[src/rtl/fpga_serializer.sv]
// Upstream PC-word serializer: merges heartbeat time reports and spike-filter
// outputs into a stream of 32-bit PC words, each message sent as LO then HI.
//
// state | meaning
// IDLE  | no message in flight; arbitrates heartbeat (priority) vs spike filter
// HB_LO | presenting heartbeat low word
// HB_HI | presenting heartbeat high word
// SF_LO | presenting spike-filter low word
// SF_HI | presenting spike-filter high word
module fpga_serializer #(
   parameter int NPCcode    = 8,
   parameter int NPCdata    = 24,
   parameter int Ntime      = 48,
   parameter int N_SF_filts = 10,
   parameter int N_SF_state = 27,
   parameter logic [NPCcode-1:0] CODE_HB_LO = 8'd64,
   parameter logic [NPCcode-1:0] CODE_HB_HI = 8'd65,
   parameter logic [NPCcode-1:0] CODE_SF_LO = 8'd66,
   parameter logic [NPCcode-1:0] CODE_SF_HI = 8'd67
) (
   input  logic                  clk,
   input  logic                  reset,
   input  logic                  send_HB_up_pulse,
   input  logic [Ntime-1:0]      time_elapsed,
   input  logic                  SF_in_v,
   input  logic [N_SF_filts-1:0] SF_in_filt_idx,
   input  logic [N_SF_state-1:0] SF_in_filt_state,
   output logic                  SF_in_a,
   output logic                  PC_out_v,
   output logic [NPCcode-1:0]    PC_out_code,
   output logic [NPCdata-1:0]    PC_out_payload,
   input  logic                  PC_out_a
);

   localparam int NW = 2 * NPCdata;

   typedef enum logic [2:0] {IDLE, HB_LO, HB_HI, SF_LO, SF_HI} state_t;

   state_t                  state, state_nxt;
   logic                    hb_pending, hb_pending_nxt;
   logic [Ntime-1:0]        hb_time, hb_time_nxt;
   logic [N_SF_filts-1:0]   sf_idx, sf_idx_nxt;
   logic [N_SF_state-1:0]   sf_state, sf_state_nxt;
   logic                    out_v_nxt;
   logic [NPCcode-1:0]      out_code_nxt;
   logic [NPCdata-1:0]      out_payload_nxt;
   logic [NW-1:0]           hb_word, sf_word;
   logic                    xfer, hb_req, load;

   assign xfer    = PC_out_v & PC_out_a;
   assign hb_req  = send_HB_up_pulse | hb_pending;
   assign hb_word = NW'(hb_time_nxt);
   assign sf_word = NW'({sf_idx_nxt, sf_state_nxt});
   // Output registers only reload when a new word is due, so a stalled word stays frozen.
   assign load    = (state == IDLE) | xfer;

   always_comb begin
      state_nxt      = state;
      hb_pending_nxt = hb_pending;
      hb_time_nxt    = hb_time;
      sf_idx_nxt     = sf_idx;
      sf_state_nxt   = sf_state;
      SF_in_a        = 1'b0;
      case (state)
         IDLE: begin
            if (hb_req) begin
               state_nxt      = HB_LO;
               hb_pending_nxt = 1'b0;
               if (send_HB_up_pulse) hb_time_nxt = time_elapsed;
            end else if (SF_in_v) begin
               SF_in_a      = reset;
               sf_idx_nxt   = SF_in_filt_idx;
               sf_state_nxt = SF_in_filt_state;
               state_nxt    = SF_LO;
            end
         end
         HB_LO:   if (xfer) state_nxt = HB_HI;
         HB_HI:   if (xfer) state_nxt = IDLE;
         SF_LO:   if (xfer) state_nxt = SF_HI;
         SF_HI:   if (xfer) state_nxt = IDLE;
         default: state_nxt = IDLE;
      endcase
      if (state != IDLE && send_HB_up_pulse) begin
         hb_pending_nxt = 1'b1;
         hb_time_nxt    = time_elapsed;
      end
   end

   always_comb begin
      out_v_nxt       = 1'b0;
      out_code_nxt    = '0;
      out_payload_nxt = '0;
      case (state_nxt)
         HB_LO: begin
            out_v_nxt       = 1'b1;
            out_code_nxt    = CODE_HB_LO;
            out_payload_nxt = hb_word[NPCdata-1:0];
         end
         HB_HI: begin
            out_v_nxt       = 1'b1;
            out_code_nxt    = CODE_HB_HI;
            out_payload_nxt = hb_word[NW-1:NPCdata];
         end
         SF_LO: begin
            out_v_nxt       = 1'b1;
            out_code_nxt    = CODE_SF_LO;
            out_payload_nxt = sf_word[NPCdata-1:0];
         end
         SF_HI: begin
            out_v_nxt       = 1'b1;
            out_code_nxt    = CODE_SF_HI;
            out_payload_nxt = sf_word[NW-1:NPCdata];
         end
         default: ;
      endcase
   end

   always_ff @(posedge clk or negedge reset) begin
      if (!reset) begin
         state          <= IDLE;
         hb_pending     <= 1'b0;
         hb_time        <= '0;
         sf_idx         <= '0;
         sf_state       <= '0;
         PC_out_v       <= 1'b0;
         PC_out_code    <= '0;
         PC_out_payload <= '0;
      end else begin
         state      <= state_nxt;
         hb_pending <= hb_pending_nxt;
         hb_time    <= hb_time_nxt;
         sf_idx     <= sf_idx_nxt;
         sf_state   <= sf_state_nxt;
         if (load) begin
            PC_out_v       <= out_v_nxt;
            PC_out_code    <= out_code_nxt;
            PC_out_payload <= out_payload_nxt;
         end
      end
   end

endmodule

[config.mk]
export PLATFORM = sky130hd
export DESIGN_NAME = fpga_serializer
export DESIGN_NICKNAME = d
export VERILOG_FILES = /design/src/rtl/fpga_serializer.sv
export SDC_FILE = /design/constraint.sdc
export NUM_CORES = 1
export LEC_CHECK = 0
export CORE_MARGIN = 4
export CORE_UTILIZATION = 50
export CTS_CLUSTER_SIZE = 16
export DETAILED_ROUTE_END_ITERATION = 7
export HOLD_SLACK_MARGIN = 0.05
export PLACE_DENSITY = 0.82
export SLEW_MARGIN = 15
export SYNTH_ARGS = -nofsm -noshare
export SYNTH_HDL_FRONTEND = slang
export SYNTH_SLANG_ARGS = --single-unit
[constraint.sdc]
create_clock -name clk -period 3.95 [get_ports clk]
set_clock_uncertainty 0.15 [all_clocks]
set_input_delay 1.185 -clock clk [delete_from_list [all_inputs] [get_ports clk]]
set_output_delay 1.185 -clock clk [all_outputs]
set_load 0.02 [all_outputs]
After elaboration in Yosys (flattened, before gate mapping)
Cells that the tools add are included.

Register bits: 122. Bits of input ports: 90. Output and inout port bits: 34.

Equality and inequality tests: 8. Multiplexer cells: 25. Bitwise logic cells: 3. Reduce and logical (&&, ||, !) cells: 8.

Operators by type and width (number): $mux W48 (4); $pmux W24 S4 (1); $mux W27 (3); $mux W10 (3); $pmux W7 S4 (1); $mux W3 (5); $eq A3 B2 Y1 const B (4); $pmux W3 S4 (1); $mux W1 (7); $eq A3 B1 Y1 const B (2); $eq A3 B3 Y1 const B (2); $reduce_bool A2 Y1 (2); $reduce_or A4 Y1 (1); $logic_not A3 Y1 (1); $reduce_bool A3 Y1 (1); $or A1 B1 Y1 (2); $reduce_and A2 Y1 (1); $reduce_or A2 Y1 (1); $and A1 B1 Y1 (1); $logic_and A1 B1 Y1 (1).

Logic depth before layout (Yosys ltp)
Gate-level depths: netlist of the first run.

Depth in word-level cells: 6. Gate-level depth with buffers: 8. Gate-level depth less buffers: 4.

Least setup slack after synthesis of the first run
Ideal clock, no wire load.

Path type: input -> output. Start point: input send_HB_up_pulse. End point: output SF_in_a. Arrival time: 2141 ps. Data required time: 2615 ps. Slack: 474 ps. Cell stages on the path: 6. Buffers on the path: 3. Path through: buf_6 -> nor2_2 -> and3_1 -> buf_4 -> buf_2 -> and2_1.

Longest elaborated chain between the ends: 3.

Ends and longest elaborated chain: start: declaration (RTL line 23) `input logic send_HB_up_pulse,`; $or A1 B1 Y1 (RTL line 51) `assign hb_req = send_HB_up_pulse | hb_pending;`; $mux W1 (RTL line 66) `if (hb_req) begin`; $mux W1 (RTL line 64) `case (state)`; end: declaration (RTL line 28) `output logic SF_in_a,`.

No other way between the ends.

Worst setup path after layout of the first run
Start point: input SF_in_v. End point: output SF_in_a.

Longest elaborated chain between the ends: 3.

Ends and longest elaborated chain: start: declaration (RTL line 25) `input logic SF_in_v,`; $mux W1 (RTL line 70) `end else if (SF_in_v) begin`; $mux W1 (RTL line 66); $mux W1 (RTL line 64).

No other way between the ends.

==> flow_summary.ini, run 1 <==
[critical_path]
crit_chain = clkdlybuf4s50_1, and3_2, and2_1, dlygate4sd2_1
worstSetupPathType = primary input to output port
cp_top_family = buffers and inverters
startpoint = SF_in_v
critical_path_buf_inv_count = 2
worstSetupStartpointType = primary input
critPathArrivalTime_ps = 2430
max_stage_delay_ps = 510
cp_max_fo = 2
rrSetupSlack_ps = 1620
worst_path_max_delay_cell = clkdlybuf4s50_1
r2r_start = state[0]
end_kind = output port
required_ps = 2610

[clock_tree]
numCtsBuffers = 9
root_buffer = clkbuf_8
cts.sinks = 105
clk_latency_ps = 350
post_cts_buffers = 0
h-tree-depth = 3
cts_buffer_depth = 2
cts_repair_resize_count = 1
postCtsHoldBufs = 0
cts_tree = yes
clk_pin_slew_worst_paths_ps = 90

[route]
wire_per_inst_um = 18.7
drc = 0
ant_nets = 0
drt-pass1-iter-count = 8
drt-total-wl_um = 11800
drt_iter0_drc = 327
vias = 3568
drt-vias-per-instance = 5.65

[place]
dp_hpwl_um = 8220
globalplace.congestion = 0.815
dpl_cell_area_sq_mm = 0.00586
place_ws_ps = -62.3
port_buffers = 118
dp_cells = 615

[synthesis]
ys_ff_latch = 105
ys_seq_area_share_pct = 55.4
syn_area_sq_mm = 0.00474
synth_area_per_cell_sq_um = 12.1
yosys_warnings = 0
synth.distinct_cells = 39
syn_inst = 393

[finish]
fillers = 713
final_common_cell = clkdlybuf4s50_1
drive_gt1_share_pct = 15.5
design_area_sq_mm = 0.00609
layout_common_cells = 115 x clkdlybuf4s50_1, 105 x dfrtp_1, 83 x nand2_1
diodes = 0
final_cells = 631
area_growth_pct = 28.5
post-route-util_pct = 66.0
nets = 587

[sta]
fin_ws_ps = 184
slew_headroom_pct = 30.0
fin_crit_sh_pct = 95.3
rsz0062_at_grt = false
hold_viol = 0
fin_crit_ps = 3770
hold_slack_ps = 337
finalSetupTns_ps = 0
max_freq_mhz = 266
setup_viol = 0
slew_viol_final = 0
worst_pin_slew_ps = 1050

[status]
status = completed

[floorplanning]
start_util_pct = 51.3
io_pins = 124
std_cell_rows = 35
dieArea_sq_mm = 0.0111
fp.dieH_um = 105
die_w_um = 105
core_sq_mm = 0.00924

[grt]
grt_pass1_wl_um = 18900
antenna_found_initial = 0
grt.overflow.total = 0
grt_pass1_vias = 3677
grt_max_degree = 61
groute.usage.overall_pct = 21.4

[power]
p_per_area_mw_per_mm2 = 656
leakagePower_nw = 2.64
power_mw = 4.00
irDropWorstVdd_v = 0.000339

[min_path]
worst_hold_startpoint = sf_state[3]
hp-class = flip-flop to flip-flop

[flow_run]
drv_cap = 0
## cell families (layout without fill, tap and decap cells)
group,count (synthesis),after routing,synth area share [%]
multiplexers,48,48,12.5
AO/OA/AOI/OAI,96,96,16.0
buffers and inverters,40,145,6.65
other,1,5,0.0791
flip-flops,105,105,55.4
AND/OR/NAND/NOR,103,103,9.37
## synthesized netlist by cell type (all sizes together)
cell type  number  area share [%]
buf            32             6.0
o21a            1            0.16
conb            1           0.079
a222oi         26             5.5
nand2          83             6.6
dfrtp         105              55
or3             1            0.13
mux2           48              13
clkbuf          7            0.55
and2            2            0.26
a211o           1            0.18
o22ai           2            0.40
a21bo           1            0.21
a21oi           2            0.21
a22oi          11             1.7
nor3b           1            0.26
nand3b          1            0.24
nor2            8            0.69
o21ai          25             2.6
and4bb          1            0.26
a22o           13             2.4
and3            1            0.13
a32oi          11             2.0
o311a           1            0.21
nand3           2            0.21
inv             1           0.079
and2b           1            0.16
a21o            1            0.16
o211ai          1            0.16
nor3            2            0.45
## per-layer routing
| layer | share of wire, % | GRT usage, % |
|---|---|---|
| met5 | 0 | 0 |
| met4 | 2.5 | 7.78 |
| met2 | 49 | 34.2 |
| met1 | 42 | 29.2 |
| met3 | 6.1 | 4.29 |
## worst paths after layout
path                                       to  cells past startpoint
setup reg to reg           PC_out_payload[19]                      5
setup / recovery                      SF_in_a                      4
max in group asynchronous        sf_state[11]                      3
hold / removal                    sf_state[3]                      2
min in group asynchronous         hb_time[38]                      2
hold reg to reg                   sf_state[3]                      2
## area by class of cell
| cell class | instances | area, sq um | share of cell area (%) |
|---|---|---|---|
| sequential | 105 | 2630 | 43.1 |
| multi-input combinational | 252 | 1820 | 29.8 |
| timing repair buffer | 128 | 1250 | 20.5 |
| clock buffer | 12 | 165 | 2.71 |
| tap | 129 | 161 | 2.65 |
| clock inverter | 4 | 73.8 | 1.21 |
| inverter | 1 | 3.75 | 0.0616 |
## tightest hold or removal path, delay by kind of cell, from the launching register on
kind          cells  cell delay [ps]
flops             1              350
simple gates      2              100
## state kept, by name, summed over array words and instances, names as in the netlist
signal and count:
state 3, hb_pending 1, hb_time 48, sf_idx 10, sf_state 16, PC_out_code 3
PC_out_payload 24
## where the power goes
part           internal, mW  switching [mW]  leakage (nW)
Sequential             1.40           0.217          1.28
Combinational         0.726           0.902          1.24
Clock                 0.410           0.345         0.123
No activity file was read; power rests on OpenSTA's default activity.
==> inputs of run 2 (changes only) <==
--- a/config.mk
+++ b/config.mk
@@ -15,3 +15,4 @@
 export SYNTH_ARGS = -nofsm -noshare
 export SYNTH_HDL_FRONTEND = slang
 export SYNTH_SLANG_ARGS = --single-unit
+export TNS_END_PERCENT = 5
==> results of run 2 <==
Final layout, timing and power as in run 1 (identical DEF).
==> patch 1 (config.mk and constraints of run 1) <==
Encoding of `state_t`: now one-hot (5 bits for 5 states).
--- a/src/rtl/fpga_serializer.sv
+++ b/src/rtl/fpga_serializer.sv
@@ -35,5 +35,5 @@
    localparam int NW = 2 * NPCdata;
 
-   typedef enum logic [2:0] {IDLE, HB_LO, HB_HI, SF_LO, SF_HI} state_t;
+   typedef enum logic [4:0] {IDLE = 5'b00001, HB_LO = 5'b00010, HB_HI = 5'b00100, SF_LO = 5'b01000, SF_HI = 5'b10000} state_t;
 
    state_t                  state, state_nxt;
Function: same outputs for any inputs over 4 cycles, from zero or initial values and one cycle with reset low; so few cycles prove little.
==> patch 1 against run 1 <==
Sequential cell count increased by 13; largest cell class unchanged; routed wire length up 14%; sequential share of layout area shrank 2.1 points; critical path type unchanged; worst setup slack worse by 38 ps; critical endpoint unchanged; sequential power increased by 10%; total power increased by 27%; cell area up 18%; highest routed layer unchanged; global-route usage rose by 0.67 points; area after synthesis rose by 12%.
==> patch 1: results (changes against run 1) <==
Setup path
  – R2R Setup Slk: 1450 ps (-170 ps)
  – Critical Path AT: 2470 ps (+40 ps)
  – End of the worst register-to-register path: PC_out_payload[1]
  – Launching instance or port of the critical path: SF_in_v
  – Worst reg-to-reg path cell count: 7 (+2)

Finish
  – Count of filler cells inserted in the layout: 725 (+1.7%)
  – Layout cells sized above 1: 21.6% (+6.0 points)
  – Final-stage net count: 666 (+13%)
  – Largest registers: hb_time: 48 flops, sf_state: 27 flops, PC_out_payload: 24 flops

Route
  – Routed met2 length: 6.53 mm (+13%)
  – TritonRoute pass-1 iters: 5 (-3)
  – Detail-routed net length per standard cell: 18.6 um (-0.55%)
  – Routed via count divided by cell count: 5.65 (-0.13%)
  – Routed length on met1: 5.85 mm (+17%)

Clocking
  – CTS H-tree depth: 4 (+1)
  – Clock latency of the later-clocked register in the worst-skew pair: 520 ps (+170 ps)
  – Number of buffers inserted during clock tree synthesis: 17 (+8)
  – Worst-path clk slew: 60 ps (-30 ps)

Placement
  – Placed wire-length estimate after detailed placement: 9.13 mm (+11%)
  – RD Place Congestion: 0.852 (+4.4%)
  – Post-detailed-placement cell area: 0.00661 mm^2 (+13%)
  – Placement Setup Slack: -132 ps (-69.6 ps)
  – Placed instance count: 693 (+13%)

Synth
  – Mean post-synth cell area: 11.8 um^2 (-2.5%)
  – Top cells by area in the synthesized netlist: dfrtp_1 55%, mux2_2 14%, nand2_1 7.0%, a32oi_1 4.1%, a221oi_1 2.1%
  – Area fraction in compound gates after synthesis: 11.4% (-4.6 points)
  – Register area share after synthesis: 55.4% (about the same)
  – Top cells by instance count after synthesis: 117 x dfrtp_1, 99 x nand2_1, 65 x mux2_2
  – Share of cell area taken by muxes after synthesis: 15.4% (+2.9 points)
  – Count of unique library cells instantiated by Yosys: 46 (+18%)

Global routing
  – Met3 demand-to-capacity share in global routing: 7.15% (+2.9 points)
  – Number of global-route vias before repair: 4332 (+18%)
  – Pin count of the biggest net entering global routing: 89 (+46%)
  – Global Route Usage Sum: 22.1% (+0.67 points)
  – Met1 capacity usage during global routing: 28.8% (-0.44 points)
  – Global-route wire length before repair: 21.7 mm (+15%)
  – Met2 capacity usage during global routing: 34.8% (+0.62 points)

Outcome
  – Status: finished clean

Worst hold path
  – Start point of the worst min-delay path: sf_state[9]
  – Hold Path Sink: sf_state[9]

Timing
  – Actual slew at the worst max-slew pin: 786 ps (-260 ps)
  – Worst hold slack across all endpoints: 324 ps (-13.1 ps)

Pwr
  – IR Drop Worst-Case VDD: 417 uV (+23%)
  – Internal power of the cells: 3.38 mW (+33%)
  – Standby leakage power: 3.02 nW (+14%)
-- patch 1: power groups by stage --
stage,sequential [mW],clock [mW],combinational (mW)
2_1_floorplan,1.88,0,0.987
3_3_place_gp,1.78,0,1.69
3_5_place_dp,1.81,0,1.76
4_1_cts,1.79,1.55,1.77
5_1_grt,1.84,1.61,1.92
6_report,1.79,1.53,1.76
-- patch 1: cell type report --
type / instances / area [um^2] / share of cell area, %
sequential: 118 / 2950 / 41.0
multi-input combinational: 301 / 2150 / 29.9
clock inverter: 9 / 124 / 1.72
timing repair buffer: 136 / 1320 / 18.4
clock buffer: 23 / 467 / 6.48
tap: 136 / 170 / 2.36
inverter: 2 / 7.51 / 0.104
-- patch 1: kinds of logic (layout without fill, tap and decap cells) --
group           count (synthesis)  count (layout)
compound gates                 73              73
buf+inv                        38             170
other cells                     1               5
flops                         118             118
xor+xnor                        2               2
mux                            72              72
simple gates                  149             149
==> patch 2 (settings of run 1) <==
Made on the original files. The parameter `N_SF_state` goes from 27 to 54.
--- a/src/rtl/fpga_serializer.sv
+++ b/src/rtl/fpga_serializer.sv
@@ -13,5 +13,5 @@
    parameter int Ntime      = 48,
    parameter int N_SF_filts = 10,
-   parameter int N_SF_state = 27,
+   parameter int N_SF_state = 54,
    parameter logic [NPCcode-1:0] CODE_HB_LO = 8'd64,
    parameter logic [NPCcode-1:0] CODE_HB_HI = 8'd65,
Interface: changed (resized SF_in_filt_state); port bits go from 124 to 151. The function was not compared with the original's and may differ.
==> patch 2 against run 1 <==
Area after synthesis decreased by 4.7%; worst setup slack better by 67 ps; cell area decreased by 2.2%; count of clock-buffer cells in the layout fell by 2; routed wire length shrank 2.1%; total power shrank 12%; register-to-register slack improved by 200 ps; sequential cell count is 2 lower; sequential share of layout area grew 0.14 points; critical path type unchanged.
==> patch 2: results (changes against run 1) <==
Setup path
  – End of the worst register-to-register path: PC_out_payload[2]
  – Critical Path AT: 2360 ps (-70 ps)
  – Worst reg2reg path startpoint: state[2]
  – R2R Setup Slk: 1820 ps (+200 ps)
  – Worst reg-to-reg path cell count: 4 (-1)

Route
  – Routed met2 length: 5.72 mm (-1.4%)
  – Routed via count divided by cell count: 5.52 (-2.4%)
  – Via count: 3532 (-1.0%)
  – TritonRoute pass-1 iters: 4 (-4)
  – Metal3 WL: 678 um (-5.2%)
  – Routed length on met1: 4.91 mm (-1.9%)
  – Drt first-iter violations: 81 (-75%)

Placement
  – Buffers added on ports: 129 (+9.3%)
  – Placement Setup Slack: -28.9 ps (+33.4 ps)
  – Placed instance count: 626 (+1.8%)
  – RD Place Congestion: 0.785 (-3.8%)
  – Placed wire-length estimate after detailed placement: 8.10 mm (-1.4%)

Synth
  – Register area share after synthesis: 57.1% (+1.7 points)
  – Count of unique library cells instantiated by Yosys: 32 (-18%)
  – Top cells by area in the synthesized netlist: dfrtp_1 57%, mux2_2 12%, nand2_1 10%, nand4_1 3.3%, a22oi_2 2.8%
  – Post-synthesis cell count: 412 (+4.8%)

Pwr
  – IR Drop Worst-Case VDD: 404 uV (+19%)
  – Standby leakage power: 2.58 nW (-2.5%)

Global routing
  – Global-route wire length before repair: 18.0 mm (-4.7%)
  – Global Route Usage Sum: 22.1% (+0.64 points)
  – Pin count of the biggest net entering global routing: 69 (+13%)
  – Met2 capacity usage during global routing: 37.1% (+2.9 points)

Finish
  – Largest registers: hb_time: 48 flops, PC_out_payload: 24 flops, sf_state: 24 flops
  – Count of filler cells inserted in the layout: 691 (-3.1%)
  – Final-stage net count: 646 (+10%)
  – Layout cells sized above 1: 17.5% (+1.9 points)

Timing
  – Actual slew at the worst max-slew pin: 1130 ps (+89.2 ps)
  – Final Cycle Share: 93.6% (-1.7 points)

Outcome
  – Status: finished clean
==> patch 2: changes by cell type in the layout (fill, tap and decap cells not counted), moves of 3 or more <==
| cell | before | now |
|---|---|---|
| clkdlybuf4s50_1 | 115 | 126 |
| a222oi_1 | 26 | 0 |
| nand2_1 | 83 | 123 |
| a22o_1 | 13 | 0 |
| mux2_1 | 6 | 0 |
| a22oi_1 | 11 | 14 |
| o21ai_1 | 24 | 0 |
| mux2_2 | 28 | 48 |
| nor2_1 | 7 | 4 |
| a32oi_1 | 11 | 0 |
| nand4_1 | 0 | 24 |
| nand3_1 | 2 | 25 |
| mux2_4 | 14 | 0 |
| a22oi_2 | 0 | 10 |
==> patch 2: power by group <==
part	internal, mW	switching (mW)
clock	0.243	0.345
combinational	0.610	0.775
sequential	1.37	0.193
total	2.22	1.31
==> patch 2: cells by family after synthesis <==
family	count (synthesis)	synth area share, %
and+or+nand+nor	187	18.7
DFF	103	57.1
muxes	49	12.2
buffers and inverters	38	5.46
AOI/OAI and AO/OA	34	6.51
other	1	0.0830
==> patch 2: cell type report <==
type	instances	area, um^2	share of cell area, %
clock buffers	10	138	2.31
clock inverters	4	32.5	0.546
multi-input cells	275	1710	28.7
flip-flops and latches	103	2580	43.2
well taps	108	135	2.27
repair buffers	140	1370	22.9
==> patch 2: worst min path at each step <==
stage / startpoint / end / slack, ps / cells past startpoint
final: sf_state[44] / sf_state[44] / 330 / 2
after global routing: sf_state[44] / sf_state[44] / 350 / 2
after CTS: sf_state[44] / sf_state[44] / 330 / 2
after detailed placement: sf_state[44] / sf_state[44] / 310 / 2
after global placement: sf_state[44] / sf_state[44] / 310 / 2
after floorplan: sf_state[47] / sf_state[47] / 290 / 2
==> patch 2: worst min-delay path: cells and delay by family, from the launching register on <==
family	cells	cell delay, ps
and+or+nand+nor	2	100
DFF	1	350
